## src/rtl/instruction_fetch.sv

```systemverilog
// Instruction-fetch stage: owns the PC, fetches words over a req/ready handshake,
// and presents PC/instruction/valid to the IF/ID buffer with stall and redirect support.
module instruction_fetch #(
  parameter int                  PC_WIDTH = 32,
  parameter logic [PC_WIDTH-1:0] RESET_PC = '0,
  parameter logic [PC_WIDTH-1:0] PC_STEP  = 1,
  parameter logic [31:0]         NOP      = 32'h0000_0000
) (
  input  logic                clock,
  input  logic                reset_n,
  input  logic                stall,
  input  logic                branch_taken,
  input  logic [PC_WIDTH-1:0] branch_target,
  output logic                imem_req,
  output logic [PC_WIDTH-1:0] imem_addr,
  input  logic                imem_ready,
  input  logic [31:0]         imem_data,
  output logic [PC_WIDTH-1:0] PC,
  output logic [31:0]         instruction,
  output logic                valid,
  output logic [1:0]          fsm_state
);

  typedef enum logic [1:0] {
    S_FETCH = 2'd0,
    S_WAIT  = 2'd1,
    S_HOLD  = 2'd2
  } state_t;

  state_t              state, state_nxt;
  logic [PC_WIDTH-1:0] pc, pc_nxt;
  logic [PC_WIDTH-1:0] held_pc, held_pc_nxt;
  logic [31:0]         held_data, held_data_nxt;
  logic                squash, squash_nxt;
  logic [PC_WIDTH-1:0] pc_out_nxt;
  logic [31:0]         instr_nxt;
  logic                valid_nxt;
  logic [PC_WIDTH-1:0] pc_inc;
  logic                req_int;

  // Handshake: a word transfers on any cycle where imem_req & imem_ready. Once
  // imem_req is raised without ready, it and imem_addr stay put until accepted;
  // only a redirect (which squashes the response) or reset may alter them.
  assign req_int   = ((state == S_FETCH) && !stall) || (state == S_WAIT);
  assign imem_req  = reset_n & req_int;
  assign imem_addr = pc;
  assign pc_inc    = pc + PC_STEP;
  assign fsm_state = state;

  always_ff @(posedge clock or negedge reset_n) begin
    if (!reset_n) begin
      state       <= S_FETCH;
      pc          <= RESET_PC;
      held_pc     <= '0;
      held_data   <= '0;
      squash      <= 1'b0;
      PC          <= '0;
      instruction <= NOP;
      valid       <= 1'b0;
    end else begin
      state       <= state_nxt;
      pc          <= pc_nxt;
      held_pc     <= held_pc_nxt;
      held_data   <= held_data_nxt;
      squash      <= squash_nxt;
      PC          <= pc_out_nxt;
      instruction <= instr_nxt;
      valid       <= valid_nxt;
    end
  end

  always_comb begin
    state_nxt     = state;
    pc_nxt        = pc;
    held_pc_nxt   = held_pc;
    held_data_nxt = held_data;
    squash_nxt    = squash;
    pc_out_nxt    = PC;
    instr_nxt     = instruction;
    valid_nxt     = valid;

    case (state)
      S_FETCH: begin
        if (branch_taken) begin
          pc_nxt    = branch_target;
          instr_nxt = NOP;
          valid_nxt = 1'b0;
        end else if (stall) begin
          state_nxt = S_FETCH;
        end else if (imem_ready) begin
          pc_out_nxt = pc;
          instr_nxt  = imem_data;
          valid_nxt  = 1'b1;
          pc_nxt     = pc_inc;
        end else begin
          state_nxt = S_WAIT;
        end
      end

      S_WAIT: begin
        if (branch_taken) begin
          pc_nxt    = branch_target;
          instr_nxt = NOP;
          valid_nxt = 1'b0;
          // A response arriving in the redirect cycle is dropped right away;
          // otherwise remember to drop the one still on its way.
          squash_nxt = !imem_ready;
          if (imem_ready) state_nxt = S_FETCH;
        end else if (imem_ready) begin
          state_nxt = S_FETCH;
          if (squash) begin
            squash_nxt = 1'b0;
          end else if (stall) begin
            held_pc_nxt   = pc;
            held_data_nxt = imem_data;
            pc_nxt        = pc_inc;
            state_nxt     = S_HOLD;
          end else begin
            pc_out_nxt = pc;
            instr_nxt  = imem_data;
            valid_nxt  = 1'b1;
            pc_nxt     = pc_inc;
          end
        end
      end

      S_HOLD: begin
        if (branch_taken) begin
          pc_nxt    = branch_target;
          instr_nxt = NOP;
          valid_nxt = 1'b0;
          state_nxt = S_FETCH;
        end else if (!stall) begin
          pc_out_nxt = held_pc;
          instr_nxt  = held_data;
          valid_nxt  = 1'b1;
          state_nxt  = S_FETCH;
        end
      end

      default: state_nxt = S_FETCH;
    endcase
  end

endmodule

```

## config.mk

```make
export PLATFORM = sky130hd
export DESIGN_NAME = instruction_fetch
export DESIGN_NICKNAME = d
export VERILOG_FILES = /design/src/rtl/instruction_fetch.sv
export SDC_FILE = /design/constraint.sdc
export NUM_CORES = 1
export LEC_CHECK = 0
export ABC_AREA = 1
export CAP_MARGIN = 20
export CORE_MARGIN = 2
export CORE_UTILIZATION = 45
export CTS_BUF_LIST = sky130_fd_sc_hd__clkbuf_16
export CTS_CLUSTER_DIAMETER = 40
export DETAILED_ROUTE_END_ITERATION = 10
export GPL_ROUTABILITY_DRIVEN = 0
export PLACE_DENSITY = 0.76
export SLEW_MARGIN = 20
export SYNTH_ARGS = -nofsm -noshare
export SYNTH_HDL_FRONTEND = slang
export SYNTH_SLANG_ARGS = --single-unit
```

## constraint.sdc

```tcl
create_clock -name clock -period 2.56 [get_ports clock]
set_input_delay 0.384 -clock clock [delete_from_list [all_inputs] [get_ports clock]]
set_output_delay 0.384 -clock clock [all_outputs]
set_load 0.1 [all_outputs]
```

==> results of run 1 <==
==> cell usage in the layout (no fill, tap or decap), types with 3 or more instances in the layout <==
master           instances
o21ai_0                 76
o21ai_1                117
inv_6                    7
dfrtp_1                162
nand3_1                 43
inv_2                    7
clkinvlp_4               3
clkbuf_16               17
nand2_1                384
clkinv_4                 3
o21ai_2                 19
nand2_2                  3
nor3_1                   3
ha_1                     4
o22ai_1                  4
inv_1                  149
buf_12                   7
a21oi_1                  9
nor2_1                 102
clkdlybuf4s50_1         67
buf_4                  107
or2_2                    6
==> metal layers <==
layer | global-route usage (%) | wire, um | vias up
li1 | - | - | 3906
met1 | 30.6 | 9740 | 3530
met2 | 34.7 | 9680 | 286
met3 | 5.23 | 1650 | 21
met4 | 6.74 | 329 | 0
met5 | 0 | 0 | -
==> registers in the layout, indices dropped and copies added, names as in the netlist <==
signal / flops
PC: 32
imem_addr: 32
fsm_state: 2
valid: 1
held_pc: 32
held_data: 32
squash: 1
instruction: 32
==> worst paths after layout <==
kind | slack (ns) | start | cells past startpoint | end
min reg2reg | 0.49 | held_data[17]$_DFFE_PN0P_ | 2 | held_data[17]$_DFFE_PN0P_
max | 0.27 | fsm_state[1]$_DFFE_PN0P_ | 6 | imem_req
min | 0.07 | reset_n | 2 | instruction[10]$_DFFE_PN0P_
min in group clock | 0.49 | held_data[17]$_DFFE_PN0P_ | 2 | held_data[17]$_DFFE_PN0P_
max reg2reg | 0.45 | fsm_state[1]$_DFFE_PN0P_ | 10 | instruction[24]$_DFFE_PN0P_
max in group asynchronous | 1.74 | reset_n | 2 | instruction[12]$_DFFE_PN0P_
==> through the flow <==
stage	worst slack (ns)	cells	util (%)
floorplan	0.221	1155	-
detailed placement	0.329	1520	54.5
CTS	0.240	1552	57.6
finish	0.270	1552	57.6
global placement	0.388	1520	54.5
global route	0.181	1552	57.6
==> cell families (layout without fill, tap and decap cells) <==
family	Yosys count	after routing
AO/OA/AOI/OAI	232	232
AND/OR/NAND/NOR	548	548
adder cells (fa/ha/maj)	5	5
buffers and inverters	206	369
flip-flops	164	164
==> cell usage after synthesis (all sizes together) <==
cell type and n:
nand4 2, nor2 105, dfrtp 164, a21boi 1
ha 5, inv 155, nor3 3, or2 6
a211oi 2, o211ai 2, nand3 43, a21oi 9
clkbuf 25, o21ai 212, nand2 388, o221ai 1
buf 26, o22ai 4, nand3b 1, a31oi 1
==> area by class of cell <==
type                    count  area share, %
clock buffers              17           3.97
clock inverters            15           1.34
inverters                 155           5.44
multi-input cells         785           33.0
flip-flops and latches    164           38.4
well taps                 234           2.74
repair buffers            182           15.2
==> critical path: stages (launching register included) <==
cell and delay, ns:
dfrtp_2 0.47, inv_1 0.12, ha_1 0.19, inv_2 0.06
or2_2 0.31, a21boi_4 0.16, buf_12 0.19
==> results.toml, run 1 <==
[timing]
holdWs_ns = 0.0728
setup_violations = 0
hold_violations = 0
slew_headroom_pct = 38.2
worst_slew_pin_slew_ns = 0.927
tns_ns = 0
rsz0062_at_grt = "false"
timing.final.crit_period_ns = 2.29
slew_violations = 0
max_freq_ghz = 0.437
skew_ns = 0.0132
fin_crit_sh_pct = 89.5

[clocking]
cts_sinks = 164
insertion_delay_ns = 0.42
cts_root_buf = "clkbuf_16"
cts.clk_slew.worst_paths_ns = 0.07
cts.path.max_buffers = 2
numCtsBuffers = 17
cts_tree = "yes"
htreeDepth = 4
cts_resized = 0
hold_buffers = 0
post_cts_buffers = 0

[logic_synthesis]
yosysUniqueCellTypes = 29
ys_warn_count = 0
synth.avg_cell_area_um2 = 7.32
syn-cell-area_um2 = 8450
synth-adder-area-share_pct = 0.740
synth_top_area_share_pct = 48.6
synth_xor_area_share_pct = 0
synth_nets = 1229
synth_top_family_by_area = "simple AND/OR/NAND/NOR gates"
muxShareOfSynthArea_pct = 0
synth_top_area_cell = "dfrtp_1"
synth_area_leaders = "dfrtp_1, nand2_1, o21ai_1"
syn_inst = 1155
ys_seq_area_share_pct = 48.6
ys_ff_latch = 164
synth_compound_area_share_pct = 15.1
yosys.area_share.simple_pct = 25.6

[cells_and_area]
multiInputGateArea_um2 = 3530
nNetsFinal = 1379
area_growth_pct = 26.6
post_route_cells_drive_above_1_share_pct = 14.6
fin_area_um2 = 10700
diodes = 0
fill_cells = 1729
seq_area_um2 = 4110

[floorplanning]
ios = 169
start_util_pct = 45.5
die_w_um = 141
die_height_um = 141
coreArea_um2 = 18600
rows = 50
dieArea_um2 = 19900

[global_route]
gr-usage-all-layers_pct = 22.1
grt_pass1_vias = 7222
grt_remaining_overflow = 0
grt_first_pass_wirelength_um = 35300
antenna_found_initial = 0
grt_max_degree = 165

[detailed_routing]
wl_um = 21400
routedWlPerCell_um = 13.8
drc_errors = 0
vias = 7743
final_antenna_net_count = 0
viasPerCell = 4.99
dr.pass1.iters = 5
initialDrtViolationCount = 544

[setup_path]
cp.required_ns = 2.18
crit_fanout = 6
worstSetupPathType = "register to output pin"
start_kind = "register"
endpoint_kind = "output pin"
arrival_ns = 1.91

[worst_hold_path]
min_path_type = "input port to async pin"

[placed_design]
dpl_cell_area_um2 = 10100
detailed_place_hpwl_um = 15100
numPortBuffers = 168

[outcome]
status = "finished, final reports clean"

[run]
cap_violations = 0
Power of run 1 is left out: the tool's default activity adds up to more than one toggle a clock period on the data nets, which glitch-free logic cannot reach.
==> run 2, diff against run 1 <==
CAP_MARGIN = 15   (was 20)
==> results of run 2 <==
Final layout, timing and power as in run 1 (identical DEF).
Power of run 2 is left out for the same reason.
